<file path="src/rtl/fp_pkg.sv">
// Shared widths, IEEE-754 single field layout and pipeline stage records
// for the FP add/sub front end.
package fp_pkg;

    localparam int EXP_W = 8;
    localparam int MAN_W = 23;
    localparam int SIG_W = MAN_W + 1;
    localparam int RAW_W = MAN_W + 2;
    localparam int BIAS  = 127;

    localparam logic [EXP_W-1:0] EXP_INF = '1;

    typedef struct packed {
        logic             sign;
        logic [EXP_W-1:0] exp;
        logic [MAN_W-1:0] man;
    } fp_t;

    typedef struct packed {
        logic             valid;
        logic             sign;
        logic             eff_add;
        logic             exception;
        logic [EXP_W-1:0] exp;
        logic [SIG_W-1:0] sig_a;
        logic [SIG_W-1:0] sig_b;
        logic             sticky;
    } stage_t;

    typedef struct packed {
        logic             valid;
        logic             sign;
        logic [EXP_W-1:0] exp;
        logic [RAW_W-1:0] significand;
        logic             is_sub;
        logic             sticky;
        logic             exception;
    } result_t;

endpackage

</file>
<file path="src/rtl/fp_align_shift.sv">
// Right shifter for the smaller significand; sticky collects every bit
// that falls off the bottom, saturating to "all shifted out" at d >= SIG_W.
module fp_align_shift
    import fp_pkg::*;
(
    input  logic [SIG_W-1:0] sig,
    input  logic [EXP_W-1:0] d,
    output logic [SIG_W-1:0] shifted,
    output logic             sticky
);

    logic [2*SIG_W-1:0] ext;

    always_comb begin
        ext     = {sig, {SIG_W{1'b0}}} >> d;
        shifted = ext[2*SIG_W-1:SIG_W];
        sticky  = |ext[SIG_W-1:0];
        if (d >= EXP_W'(SIG_W)) begin
            shifted = '0;
            sticky  = |sig;
        end
    end

endmodule

</file>
<file path="src/rtl/fp_align_addsub_pipe.sv">
// Three-stage FP add/sub front end: swap/decode, align, raw add/sub.
// Raw significand and exponent go straight to the normalizing priority encoder.
module fp_align_addsub_pipe
    import fp_pkg::*;
(
    input  logic                   clk,
    input  logic                   rst,
    input  logic                   in_valid,
    output logic                   in_ready,
    input  logic [EXP_W+MAN_W:0]   a,
    input  logic [EXP_W+MAN_W:0]   b,
    input  logic                   add_sub,
    output logic                   out_valid,
    input  logic                   out_ready,
    output logic                   out_sign,
    output logic [EXP_W-1:0]       out_exp,
    output logic [MAN_W+1:0]       out_significand,
    output logic                   out_is_sub,
    output logic                   out_sticky,
    output logic                   out_exception
);

    stage_t           s1_q, s1_d, s2_q, s2_d;
    result_t          res_q, res_d;
    logic [EXP_W-1:0] exp_b_q, exp_b_d;

    logic en1, en2, en3;
    fp_t  fa, fb, op_a, op_b;
    logic swapped;

    logic [EXP_W-1:0] d_s2;
    logic [SIG_W-1:0] sig_b_al;
    logic             sh_sticky;
    logic [SIG_W:0]   sum_s3;
    logic [SIG_W-1:0] diff_s3;

    assign en3      = out_ready || !res_q.valid;
    assign en2      = en3 || !s2_q.valid;
    assign en1      = en2 || !s1_q.valid;
    assign in_ready = en1;

    // S1: order by magnitude so op_a is never smaller than op_b
    always_comb begin
        fa      = a;
        fb      = b;
        swapped = {fa.exp, fa.man} < {fb.exp, fb.man};
        op_a    = swapped ? fb : fa;
        op_b    = swapped ? fa : fb;
        s1_d    = s1_q;
        exp_b_d = exp_b_q;
        if (en1) begin
            s1_d.valid = in_valid;
            if (in_valid) begin
                s1_d.exception = (fa.exp == EXP_INF) || (fb.exp == EXP_INF);
                s1_d.sticky    = 1'b0;
                if (s1_d.exception) begin
                    s1_d.sign    = 1'b0;
                    s1_d.eff_add = 1'b1;
                    s1_d.exp     = '0;
                    s1_d.sig_a   = '0;
                    s1_d.sig_b   = '0;
                    exp_b_d      = '0;
                end else begin
                    s1_d.eff_add = add_sub ? (op_a.sign ^ op_b.sign) : ~(op_a.sign ^ op_b.sign);
                    s1_d.sign    = (add_sub && swapped) ? ~op_a.sign : op_a.sign;
                    s1_d.exp     = op_a.exp;
                    s1_d.sig_a   = {|op_a.exp, op_a.man};
                    s1_d.sig_b   = {|op_b.exp, op_b.man};
                    exp_b_d      = op_b.exp;
                end
            end
        end
    end

    // S2: align the smaller operand
    assign d_s2 = s1_q.exp - exp_b_q;

    fp_align_shift u_align_shift (
        .sig     (s1_q.sig_b),
        .d       (d_s2),
        .shifted (sig_b_al),
        .sticky  (sh_sticky)
    );

    always_comb begin
        s2_d = s2_q;
        if (en2) begin
            s2_d.valid = s1_q.valid;
            if (s1_q.valid) begin
                s2_d.sign      = s1_q.sign;
                s2_d.eff_add   = s1_q.eff_add;
                s2_d.exception = s1_q.exception;
                s2_d.exp       = s1_q.exp;
                s2_d.sig_a     = s1_q.sig_a;
                s2_d.sig_b     = sig_b_al;
                s2_d.sticky    = sh_sticky | s1_q.sticky;
            end
        end
    end

    // S3: subtract never borrows, so bit SIG_W is a fixed marker for the encoder
    assign sum_s3  = {1'b0, s2_q.sig_a} + {1'b0, s2_q.sig_b};
    assign diff_s3 = s2_q.sig_a - s2_q.sig_b;

    always_comb begin
        res_d = res_q;
        if (en3) begin
            res_d.valid = s2_q.valid;
            if (s2_q.valid) begin
                res_d.sign        = s2_q.sign;
                res_d.exp         = s2_q.exp;
                res_d.significand = s2_q.eff_add ? sum_s3 : {1'b1, diff_s3};
                res_d.is_sub      = ~s2_q.eff_add;
                res_d.sticky      = s2_q.sticky;
                res_d.exception   = s2_q.exception;
            end
        end
    end

    always_ff @(posedge clk) begin
        if (rst) begin
            s1_q    <= '0;
            s2_q    <= '0;
            res_q   <= '0;
            exp_b_q <= '0;
        end else begin
            s1_q    <= s1_d;
            s2_q    <= s2_d;
            res_q   <= res_d;
            exp_b_q <= exp_b_d;
        end
    end

    assign out_valid       = res_q.valid;
    assign out_sign        = res_q.sign;
    assign out_exp         = res_q.exp;
    assign out_significand = res_q.significand;
    assign out_is_sub      = res_q.is_sub;
    assign out_sticky      = res_q.sticky;
    assign out_exception   = res_q.exception;

endmodule

</file>
<file path="config.mk">
export PLATFORM = sky130hd
export DESIGN_NAME = fp_align_addsub_pipe
export DESIGN_NICKNAME = d
export VERILOG_FILES = /design/src/rtl/fp_pkg.sv /design/src/rtl/fp_align_shift.sv /design/src/rtl/fp_align_addsub_pipe.sv
export SDC_FILE = /design/constraint.sdc
export NUM_CORES = 1
export LEC_CHECK = 0
export ABC_AREA = 1
export CORE_UTILIZATION = 45
export CTS_CLUSTER_SIZE = 28
export DETAILED_ROUTE_END_ITERATION = 7
export PLACE_DENSITY = 0.62
export SYNTH_ARGS = -nofsm -noshare
export SYNTH_HDL_FRONTEND = slang
export SYNTH_SLANG_ARGS = --single-unit
export TNS_END_PERCENT = 50
</file>
<file path="constraint.sdc">
create_clock -name clk -period 5.7 [get_ports clk]
set_input_delay 1.14 -clock clk [delete_from_list [all_inputs] [get_ports clk]]
set_output_delay 1.14 -clock clk [all_outputs]
set_load 0.01 [all_outputs]
</file>
# After elaboration in Yosys (flattened, before gate mapping)

Index checks and enable logic that the tools add are counted.

$lt $le $gt $ge: 2
Muxes and demuxes: 10
Multipliers: 0
Add/sub/neg operators: 3
Eq/ne operators: 2
Shift operators: 1
Bitwise logic cells: 4
Div/mod/pow operators: 0
Reductions and logical operators: 15

Operators with widths:

| operator           | count |
|---|---|
| $mux 32            | 2 |
| $mux 56            | 1 |
| $reduce_or 24->1   | 2 |
| $shr 48x8->48      | 1 |
| $lt 31x31->1       | 1 |
| $add 24x24->25     | 1 |
| $mux 25            | 1 |
| $mux 24            | 1 |
| $sub 24x24->24     | 1 |
| $eq 8x8->1 const B | 2 |
| $reduce_or 8->1    | 2 |
| $ge 8x5->1 const B | 1 |
| $mux 8             | 1 |
| $sub 8x8->8        | 1 |
| $reduce_and 2->1   | 3 |
| $logic_or 1x1->1   | 4 |
| $logic_not 1->1    | 3 |
| $mux 1             | 3 |
| $not 1->1          | 3 |
| $mux 2             | 1 |
| $logic_and 1x1->1  | 1 |
| $xor 1x1->1        | 1 |

Flip-flop bits (word level): 167
Input port bits: 69
ROM bits: 0
Memories kept: 0
Word-level logic and storage cells: 60
Latch bits: 0
Output and inout bits: 39
Bits in writable memories: 0

# Longest topological paths before layout

Depth in word-level cells: 6
Depth in mapped cells: 27
Mapped depth without buffers: 26

# Cells and area by module

Synthesis repeated with hierarchy kept, for this count alone.

Cell total of the unflattened synthesis: 1973
Area total of the unflattened synthesis: 12614.6 um^2

By module, submodules not included:

| module               | cells an instance | area each (um^2) | instances | seq. area each (um^2) |
|---|---|---|---|---|
| fp_align_addsub_pipe | 1595              | 10776.6          | 1         | 3343.2 |
| fp_align_shift       | 378               | 1838.0           | 1         | 0.0 |

# Least setup slack after synthesis

Ideal clock, no wire load.

Kind: in2reg
Start point: in b[2]
End point: reg s1_q[48] (netlist name)
Path slack: 2.491 ns
Path buffers: 1
Setup time: 0.128 ns
Arrival: 3.081 ns
Required time: 5.572 ns
Stages on the path: 18
Path through: inv_1 > ha_1 > nand2_1 > a21oi_1 > a211oi_1 > o21ai_0 > a21oi_1 > nor3_1 > o21ai_0 > nand2_2 > clkinv_1 > buf_2 > o21ai_0 > nand2_1 > nor2_1 > nand2_1 > a21oi_1 > nor2_1

Word-level cells in the longest chain between the ends: 4

RTL lines:

| element              | line                        | text |
|---|---|---|
| from (decl)          | fp_align_addsub_pipe.sv:11  | `input logic [EXP_W+MAN_W:0] b,` |
| $lt 31x31->1         | fp_align_addsub_pipe.sv:46  | `swapped = {fa.exp, fa.man} < {fb.exp, fb.man};` |
| $mux 32              | fp_align_addsub_pipe.sv:47  | `op_a = swapped ? fb : fa;` |
| $reduce_or 8->1      | fp_align_addsub_pipe.sv:67  | `s1_d.sig_a = {\|op_a.exp, op_a.man};` |
| $mux 56              | fp_align_addsub_pipe.sv:56  | `if (s1_d.exception) begin` |
| to (signal assigned) | fp_align_addsub_pipe.sv:122 | `s1_q <= '0;` |
| to (signal assigned) | fp_align_addsub_pipe.sv:127 | `s1_q <= s1_d;` |
| to (decl)            | fp_align_addsub_pipe.sv:23  | `stage_t s1_q, s1_d, s2_q, s2_d;` |

No other way between the ends.
A chain may end at the register's enable or synchronous reset.

# Worst setup path in the final report

Start point: reg s1_q[49] (netlist name)
End point: reg s2_q[0] (netlist name)

Word-level cells in the longest chain between the ends: 4
Elaborated cells on any way between the ends: 5
Classes of those cells: add/sub: 1; order compare: 1; shift: 1; mux: 1; reduce/logical: 1

RTL lines:

| element              | line                        | text |
|---|---|---|
| $sub 8x8->8 (*)      | fp_align_addsub_pipe.sv:76  | `assign d_s2 = s1_q.exp - exp_b_q;` |
| $shr 48x8->48        | fp_align_shift.sv:15        | `ext = {sig, {SIG_W{1'b0}}} >> d;` |
| $reduce_or 24->1     | fp_align_shift.sv:17        | `sticky = \|ext[SIG_W-1:0];` |
| $mux 1 (*)           | fp_align_shift.sv:18        | `if (d >= EXP_W'(SIG_W)) begin` |
| to (signal assigned) | fp_align_addsub_pipe.sv:123 | `s2_q <= '0;` |
| to (signal assigned) | fp_align_addsub_pipe.sv:128 | `s2_q <= s2_d;` |
| to (decl)            | fp_align_addsub_pipe.sv:23  |  |

Mark *: on every way between the ends. The rest lies on a longest branch, timed or not.

==> metrics.md <==
| Metric | Value |
|---|---|
| Maximum vdd drop | `179 µV` |
| Initial antenna violation count | `0` |
| Global-route usage over all layers | `26.7%` |
| Period utilization | `66.0%` |
| Critical Path Fanout Max | `26` |
| Distinct cell type count after synthesis | `47` |
| Max-cap violations | `0` |
| Fraction of layout cells with a size suffix above 1 | `5.26%` |
| Register area share after synthesis | `28.9%` |
| Placement Rows | `58` |
| Count of flip-flops with a built-in enable after synthesis | `0` |
| Part of the total power dissipated in sequential elements | `33.0%` |
| Synth top area share | `28.9%` |
| Setup repair after global routing missed its margin | `no` |
| Cell type contributing the most total cell area after synthesis | `sky130_fd_sc_hd__dfxtp_1` |
| Fraction of registers with async set/reset | `0%` |
| Avg Synthesized Cell Area | `6.53 µm²` |
| Hold crit path type | `reg2reg` |
| Clock net sink count | `167` |
| Number of placed instances, taps included | `2124` |
| Clock insertion delay at the later pin of the skew report | `440 ps` |
| First-pass iteration count of the detailed router | `6` |
| Drt wl/cell | `16.1 µm` |
| Gp weighted congestion | `0.920` |
| Run status | `finished, final reports clean` |
| Leakage power | `5.99 nW` |
| Largest cells by area after synthesis | `sky130_fd_sc_hd__dfxtp_1, sky130_fd_sc_hd__nand2_1, sky130_fd_sc_hd__ha_1` |
| Transition at the pin with the smallest max-transition slack | `874 ps` |
| Crit path required time | `5980 ps` |
| Warnings from Yosys | `0` |
| DRC violation count after routing | `0` |
| Die X-Extent | `162 µm` |
| Min Clock Period, post-route | `3760 ps` |
| Number of levels the H-tree was split into | `4` |
| Buffers inserted by post-CTS timing repair | `0` |
| Clock skew after layout | `15.7 ps` |
| I/O pin count | `108` |
| Overflow after GRT | `0` |
| Number of resized instances in the post-cts repair step | `0` |
| Initial core utilization | `46.0%` |
| Total power divided by cell area | `295 nW/µm²` |
| Antenna diode count | `0` |
| Final non-filler cell total | `2156` |
| Count of pins over their slew limit | `0` |
| Library cell with the highest instance count after synthesis | `sky130_fd_sc_hd__nand2_1` |
| First DRT Iteration DRCs | `951` |
| Vias in the first global route | `10600` |
| Endpoint kind of the worst setup timing path | `flip-flop` |
| CTS Hold Bufs | `0` |
| Sort of element at the start of the critical path | `flip-flop` |
| Antenna Nets Post-Route | `0` |
| Die ar. | `26400 µm²` |
| Layout-stage area growth over the synthesis result | `15.3%` |
| Final hold vios | `0` |
| Vert. Die Dim | `162 µm` |
| Most used flip-flop cell after synthesis | `sky130_fd_sc_hd__dfxtp_1` |
| Endpoint arrival time on the critical path | `4040 ps` |
| Final net count | `1969` |
| Internal power contribution | `2.36 mW` |
| Final setup violating endpoints | `0` |
| Worst slew margin relative to its limit | `41.7%` |
| CP Class | `reg2reg` |
| Fmax | `266 MHz` |
| Clock network fraction of design power | `31.0%` |
| Largest net degree at the start of global routing | `76` |
| Via count | `11600` |
| Hold path depth | `2` |
| CTS buffer count | `17` |
| Register-to-register setup slack | `1940 ps` |
| Total negative setup slack | `0 ps` |
| Global-route wire length before repair | `55500 µm` |
| Reg clk slew, reported paths | `80 ps` |
| Switching part of the total | `40.1%` |
| Buffers from clock root to sink, at most | `2` |
| Floorplan core area | `25200 µm²` |
| Total Routed Length | `34600 µm` |
| #FFs+latches synth | `167` |
| Detail-routed via count per cell | `5.39` |
| Detailed Place HPWL | `26900 µm` |
| Part of the power in combinational logic | `36.0%` |
| R2R cell count | `20` |
| Post-synth net total | `1929` |
| Number of instances in the synthesized netlist | `1773` |
| Root buffer cell | `sky130_fd_sc_hd__clkbuf_16` |
| CTS tree | `done` |
| Leading cell types by count after synthesis | `sky130_fd_sc_hd__nand2_1, sky130_fd_sc_hd__nor2_1, sky130_fd_sc_hd__a21oi_1, sky130_fd_sc_hd__inv_1, sky130_fd_sc_hd__dfxtp_1` |
| Post-synthesis instance area | `11600 µm²` |
| Psw | `1.58 mW` |
| Count of buffers inserted at the top-level ports | `107` |
## cell families after synthesis
kind of cell               synth area share, %
and+or+nand+nor                           29.2
AOI/OAI and AO/OA                         20.6
buffers and inverters                     9.75
DFF                                       28.9
adders and majority gates                 9.59
xor gates and xnor gates                  1.87
muxes                                    0.173
## cell usage in the layout, fill, tap and decap left out, types with 4 or more instances in the layout
| master | synthesis | layout |
|---|---|---|
| sky130_fd_sc_hd__a31oi_1 | 6 | 6 |
| sky130_fd_sc_hd__clkinv_8 | 0 | 4 |
| sky130_fd_sc_hd__a21oi_2 | 4 | 4 |
| sky130_fd_sc_hd__o31ai_1 | 4 | 4 |
| sky130_fd_sc_hd__clkdlybuf4s50_1 | 0 | 106 |
| sky130_fd_sc_hd__o22ai_1 | 7 | 7 |
| sky130_fd_sc_hd__nand4_1 | 14 | 14 |
| sky130_fd_sc_hd__or2_2 | 7 | 7 |
| sky130_fd_sc_hd__o211ai_1 | 59 | 59 |
| sky130_fd_sc_hd__nand2_1 | 422 | 420 |
| sky130_fd_sc_hd__ha_1 | 84 | 84 |
| sky130_fd_sc_hd__dfxtp_1 | 167 | 167 |
| sky130_fd_sc_hd__nand3_2 | 6 | 6 |
| sky130_fd_sc_hd__inv_2 | 4 | 4 |
| sky130_fd_sc_hd__nand2_2 | 13 | 15 |
| sky130_fd_sc_hd__xor2_1 | 20 | 19 |
| sky130_fd_sc_hd__nor4_1 | 11 | 11 |
| sky130_fd_sc_hd__o21ai_1 | 4 | 4 |
| sky130_fd_sc_hd__o21bai_1 | 5 | 5 |
| sky130_fd_sc_hd__o21ai_0 | 124 | 124 |
| sky130_fd_sc_hd__nor3_1 | 9 | 9 |
| sky130_fd_sc_hd__a211oi_1 | 4 | 4 |
| sky130_fd_sc_hd__o21a_1 | 4 | 4 |
| sky130_fd_sc_hd__o221ai_1 | 13 | 13 |
| sky130_fd_sc_hd__a21oi_1 | 173 | 173 |
| sky130_fd_sc_hd__nand3_1 | 136 | 136 |
| sky130_fd_sc_hd__inv_1 | 168 | 168 |
| sky130_fd_sc_hd__buf_4 | 8 | 16 |
| sky130_fd_sc_hd__inv_8 | 0 | 5 |
| sky130_fd_sc_hd__nor2_1 | 175 | 174 |
| sky130_fd_sc_hd__clkbuf_16 | 0 | 17 |
## final cells by class
type / instances / area [µm²]
Clock buffer: 17 / 425
Inverter: 174 / 653
Clock inverter: 15 / 203
Tap cell: 330 / 413
Fill cell: 2639 / 11800
Sequential cell: 167 / 3340
Multi-Input combinational cell: 1330 / 7130
Timing Repair Buffer: 123 / 1190
## layer usage
layer  GRT usage (%)  part of all wire (%)  wire length, µm  vias up
met5               0                     0                0        -
met4            7.29                   1.9              665        0
met3            3.23                   4.6             1600       39
met2            44.4                    46            15900      316
met1            36.3                    47            16400     5281
li1                -                     -                -     5991
## path summary, 6_finish.rpt
kind,start,endpoint
max,s1_q[49],s2_q[0]
min,s1_q[42],s1_q[42]
max reg2reg,s1_q[49],s2_q[0]
min reg2reg,s1_q[42],s1_q[42]
## flip-flops by register name, summed over array words and instances (netlist names)
name             count
out_sign             1
out_significand     25
s1_q                60
out_exp              8
out_valid            1
out_sticky           1
s2_q                61
exp_b_q              8
out_is_sub           1
out_exception        1
## power by group through the flow
stage	clock network (mW)	registers [mW]	logic, mW
after global placement	0	1.32	1.40
after CTS	1.24	1.30	1.41
after detailed placement	0	1.32	1.40
final	1.22	1.30	1.42
after global routing	1.29	1.31	1.58
after floorplan	0	1.31	1.04
## worst max-delay path, stage by stage, from the launching register on
cell and delay (ps):
sky130_fd_sc_hd__dfxtp_1 300, sky130_fd_sc_hd__inv_1 120, sky130_fd_sc_hd__ha_1 160, sky130_fd_sc_hd__inv_1 50, sky130_fd_sc_hd__fa_1 510, sky130_fd_sc_hd__buf_4 290
sky130_fd_sc_hd__clkinv_1 660, sky130_fd_sc_hd__nand3_1 410, sky130_fd_sc_hd__nand2_1 150, sky130_fd_sc_hd__nand2_1 80, sky130_fd_sc_hd__nand3_1 80, sky130_fd_sc_hd__nand2_1 100
sky130_fd_sc_hd__nand3_1 90, sky130_fd_sc_hd__nor2_1 110, sky130_fd_sc_hd__nand2_1 50, sky130_fd_sc_hd__nand2_1 80, sky130_fd_sc_hd__nand2_1 70, sky130_fd_sc_hd__nand2_1 70
sky130_fd_sc_hd__nand2_1 50, sky130_fd_sc_hd__nand2_1 100, sky130_fd_sc_hd__a21oi_2 60
## through the flow
| stage | util (%) | hold slack, ps | setup slack, ps | instance area, µm² | power [mW] |
|---|---|---|---|---|---|
| 2_1_floorplan | - | 442 | 2490 | 11600 | 2.35 |
| 3_3_place_gp | 50.5 | 452 | 1470 | 12700 | 2.72 |
| 3_5_place_dp | 50.5 | 453 | 1470 | 12700 | 2.73 |
| 4_1_cts | 53.0 | 465 | 1930 | 13400 | 3.95 |
| 5_1_grt | 53.0 | 491 | 1560 | 13400 | 4.18 |
| 6_report | 53.0 | 463 | 1940 | 13400 | 3.93 |
No activity file was read; power rests on OpenSTA's default activity.
